`src/rtl/right_shifter.sv`:
```
// Purpose : logarithmic barrel shifter, y = a >> b (logical; sign-fill when RIGHT_SHIFTER_ARITH_EN is defined and arith=1).
// Latency : 1 cycle, registered result with out_valid travelling alongside.
// Backpres: none, accepts a new operand pair every cycle; y holds when in_valid=0.
module right_shifter #(
    parameter int  width = 16,
    localparam int l     = $clog2(width)
) (
    input  logic             clk,
    input  logic             rst,
    input  logic             in_valid,
    input  logic [width-1:0] a,
    input  logic [l-1:0]     b,
`ifdef RIGHT_SHIFTER_ARITH_EN
    input  logic             arith,
`endif
    output logic             out_valid,
    output logic [width-1:0] y
);

    // Shift network only works for power-of-two widths of at least 2.
    if (width < 2 || (width & (width - 1)) != 0) begin : g_bad_width
        $error("right_shifter: width must be a power of two and >= 2");
    end

    // Bit shifted into vacated MSBs. Every stage uses the original sign of a,
    // so the fill stays correct no matter which stages are bypassed.
    logic fill_bit;
`ifdef RIGHT_SHIFTER_ARITH_EN
    assign fill_bit = arith & a[width-1];
`else
    assign fill_bit = 1'b0;
`endif

    // Stage k shifts right by 2^k when b[k] is set, otherwise passes through.
    for (genvar k = 0; k < l; k++) begin : g_stage
        localparam int SH = 2 ** k;
        logic [width-1:0] s_in;
        logic [width-1:0] s_out;

        if (k == 0) begin : g_first
            assign s_in = a;
        end else begin : g_next
            assign s_in = g_stage[k-1].s_out;
        end

        assign s_out = b[k] ? {{SH{fill_bit}}, s_in[width-1:SH]} : s_in;
    end

    logic [width-1:0] shift_dat;
    assign shift_dat = g_stage[l-1].s_out;

    logic [width-1:0] y_d;
    logic [width-1:0] y_q;
    logic             out_valid_d;
    logic             out_valid_q;

    // Capture a new result on valid input; otherwise keep the last one.
    always_comb begin
        y_d         = y_q;
        out_valid_d = in_valid;
        if (in_valid) begin
            y_d = shift_dat;
        end
    end

    // Result and valid registers; reset wins over an incoming transaction.
    always_ff @(posedge clk) begin
        if (rst) begin
            y_q         <= '0;
            out_valid_q <= 1'b0;
        end else begin
            y_q         <= y_d;
            out_valid_q <= out_valid_d;
        end
    end

    assign y         = y_q;
    assign out_valid = out_valid_q;

endmodule

```
`config.mk`:
```
export PLATFORM = sky130hd
export DESIGN_NAME = right_shifter
export DESIGN_NICKNAME = d
export VERILOG_FILES = /design/src/rtl/right_shifter.sv
export SDC_FILE = /design/constraint.sdc
export NUM_CORES = 1
export LEC_CHECK = 0
export BUFFER_PORTS_ARGS = -buffer_cell sky130_fd_sc_hd__buf_2
export CORE_UTILIZATION = 54
export DETAILED_ROUTE_END_ITERATION = 7
export GPL_TIMING_DRIVEN = 0
export HOLD_SLACK_MARGIN = 0.08
export PLACE_DENSITY = 0.89
export SLEW_MARGIN = 20
export SYNTH_ARGS = -nofsm -noshare
export SYNTH_HDL_FRONTEND = slang
export SYNTH_SLANG_ARGS = --single-unit
export TNS_END_PERCENT = 30
```
`constraint.sdc`:
```
create_clock -name clk -period 3.4 [get_ports clk]
set_clock_uncertainty 0.05 [all_clocks]
set_input_delay 0.17 -clock clk [delete_from_list [all_inputs] [get_ports clk]]
set_output_delay 0.17 -clock clk [all_outputs]
set_load 0.01 [all_outputs]
```
==> results.py <==
metrics = {
    "worst_setup_path": {
        "cp.required_ps": 3520,
        "path_class": "primary input to register",
        "crit_slowest_cell": "mux4_2",
        "worst_setup_path_start_kind": "primary input",
        "cp_max_fo": 10,
        "cp_slowest_stage_delay_ps": 490,
        "crit_chain": "buf_6 > mux2_4 > mux4_2 > a22oi_1 > nor2_1",
        "cp_num_buf_inv": 1,
        "crit_family": "multiplexers",
        "cp-end-kind": "register",
        "cp.arrival_ps": 1430,
    },
    "global_route": {
        "antenna_found_initial": 0,
        "grt_overflow": 0,
        "grt_pass1_wl_um": 5340,
        "grt_usage_pct": 28.19,
        "grt_pass1_vias": 1156,
        "grt_max_degree": 11,
    },
    "synthesis": {
        "yosys.area_share.simple_pct": 16.14,
        "synth_mux_area_share_pct": 35.74,
        "syn-num-nets": 156,
        "ys_seq_area_share_pct": 26.93,
        "synth-async-reset-ratio_pct": 0,
        "yosys.area_share.adder_pct": 0,
        "ys_seq_elements": 17,
        "ys_types": 32,
        "synth_ff_type": "dfxtp_1",
        "synth_xor_area_share_pct": 0,
        "synth_compound_area_share_pct": 15.74,
        "synth_area_um2": 1264,
        "postSynthCellCount": 133,
        "yosysWarnings": 0,
        "synth_edf_count": 0,
        "avgSynthCellArea_um2": 9.502,
        "synth_top_family_by_area": "multiplexers",
    },
    "sta": {
        "setup_viol": 0,
        "fin_crit_sh_pct": 38.58,
        "worstMarginPinSlew_ps": 462.1,
        "slew_violations": 0,
        "fmax_mhz": 762.3,
        "rsz0062_at_grt": "false",
        "layout_setup_ws_ps": 2088,
        "slew-limit-headroom_pct": 69.20,
        "hold_viol_final": 0,
        "fin_crit_ps": 1312,
        "finalSetupTns_ps": 0,
    },
    "clock_network": {
        "clockRootBuffer": "clkbuf_4",
        "clk_path_buf_depth": 2,
        "clkTransAtPathRegs_ps": 100,
        "ctsHoldBuffers": 0,
        "tritoncts": "done",
        "ctsHtreeMaxLevel": 1,
        "clock-sinks": 17,
        "cts_setup_buffers": 0,
        "ctsResizeCount": 0,
        "cts_buffers": 3,
        "clk_latency_ps": 290,
    },
    "power_and_ir_drop": {
        "p_sw_uw": 150.9,
        "comb_power_share_pct": 32.9,
        "seq_power_share_pct": 44.6,
        "peakVddDrop_uv": 366.9,
        "p_per_area_nw_per_um2": 318.4,
        "p_leak_uw": 0.0006921,
        "swShare_pct": 31.29,
        "total_power_uw": 482.4,
        "clkPwrFrac_pct": 22.5,
        "internal-power_uw": 331.4,
    },
    "placed_design": {
        "place_ws_ps": 1789,
        "gp_congestion": 0.9122,
        "dpl.hpwl_um": 2521,
        "portBuffers": 38,
    },
    "floorplan": {
        "die_y_um": 50.38,
        "start_util_pct": 57.13,
        "die-area_um2": 2538,
        "rows": 17,
        "core-area_um2": 2212,
        "ios": 40,
        "die_width_um": 50.38,
    },
    "drt": {
        "drt_iter0_drc": 50,
        "antenna_left": 0,
        "drcViolationCount": 0,
        "vias_per_cell": 6.419,
        "wl_um": 3325,
        "num_vias": 1303,
        "drt_first_pass_iters": 4,
        "wl_per_cell_um": 16.38,
    },
    "final_layout": {
        "nets": 199,
        "final_common_cell": "buf_2",
        "multi_input_area_um2": 854.6,
        "areaGrowthSynthToFinish_pct": 19.90,
        "final_cell_mix": "42 x buf_2, 17 x mux2i_1, 17 x dfxtp_1, 13 x nor2_1",
        "antennaDiodeCount": 0,
        "layout-drive-gt1-share_pct": 37.71,
        "ff_latch_area_um2": 340.3,
        "fillers": 175,
    },
    "status": {
        "run_status": "finished, final reports clean",
    },
    "min_path": {
        "hold_path.class": "primary input to register",
    },
    "run": {
        "max_cap_viol_count": 0,
    },
}
## per-layer routing
| metal | vias to the layer above | GRT usage [%] | share of wire, % |
|---|---|---|---|
| met4 | 0 | 7.870 | 2.0 |
| li1 | 591 | - | - |
| met1 | 625 | 34.53 | 39 |
| met5 | - | 0 | 0 |
| met2 | 74 | 50.00 | 52 |
| met3 | 13 | 5.152 | 6.9 |
## state kept, by name (all words and copies together) (netlist names)
register   flops
out_valid      1
y             16
## path summary, 6_finish.rpt
path,from,to,slack (ps),cells past startpoint
hold reg to reg,y[13],y[13],410,2
setup / recovery,b[0],y[9],2090,5
setup reg to reg,y[1],y[1],2560,3
hold / removal,rst,y[0],90,2
## stage by stage
step                util, %  instances  cell area, µm²  hold slack, ps
floorplan                 -        133            1264           218.0
global placement      67.31        199            1489           399.7
detailed placement    67.31        199            1489           400.3
CTS                   68.50        203            1515           91.97
global route          68.50        203            1515           106.5
finish                68.50        203            1515           91.18
## cell usage after synthesis, types with 2 or more instances
library cell | instances | share of area [%]
nand3_1 | 5 | 2.0
nand2b_1 | 4 | 2.0
mux2_2 | 7 | 6.2
o22ai_1 | 3 | 1.5
nand2_1 | 7 | 2.1
clkbuf_1 | 4 | 1.2
mux4_2 | 7 | 12
inv_1 | 3 | 0.89
mux2_4 | 3 | 3.6
buf_6 | 2 | 1.8
o2bb2ai_1 | 2 | 1.4
mux2i_1 | 17 | 13
o32ai_1 | 2 | 1.4
a21oi_1 | 4 | 1.6
nor2b_1 | 7 | 3.5
nor2_1 | 13 | 3.9
a22oi_1 | 4 | 2.4
a31oi_1 | 4 | 2.0
nor3_1 | 2 | 0.79
a211oi_1 | 2 | 1.2
dfxtp_1 | 17 | 27
buf_2 | 4 | 1.6
## area by class of cell
type                            instances  area share [%]
Buffer                                 10           3.799
Clock buffer                            4           1.734
Inverter                                3          0.7432
Multi-Input combinational cell        103           56.40
Sequential cell                        17           22.46
Tap cell                               28           2.312
Timing Repair Buffer                   38           12.55
## worst register-to-register path: cells and delay by family (launching register included)
family	cells	cell delay (ps)
DFF	1	320
and+or+nand+nor	1	120
AOI/OAI and AO/OA	2	230
## cells by family (layout without fill, tap and decap cells)
group | after synthesis | after routing
AOI/OAI and AO/OA | 28 | 28
DFF | 17 | 17
and+or+nand+nor | 41 | 41
buffers and inverters | 13 | 55
muxes | 34 | 34
## power by group through the flow
stage          registers, µW  logic [µW]  clock network [µW]
2_1_floorplan            225        98.2                   0
3_3_place_gp             219         149                   0
3_5_place_dp             220         155                   0
4_1_cts                  215         156                 108
5_1_grt                  216         170                 119
6_report                 215         159                 108
(Power assumes the default switching activity.)
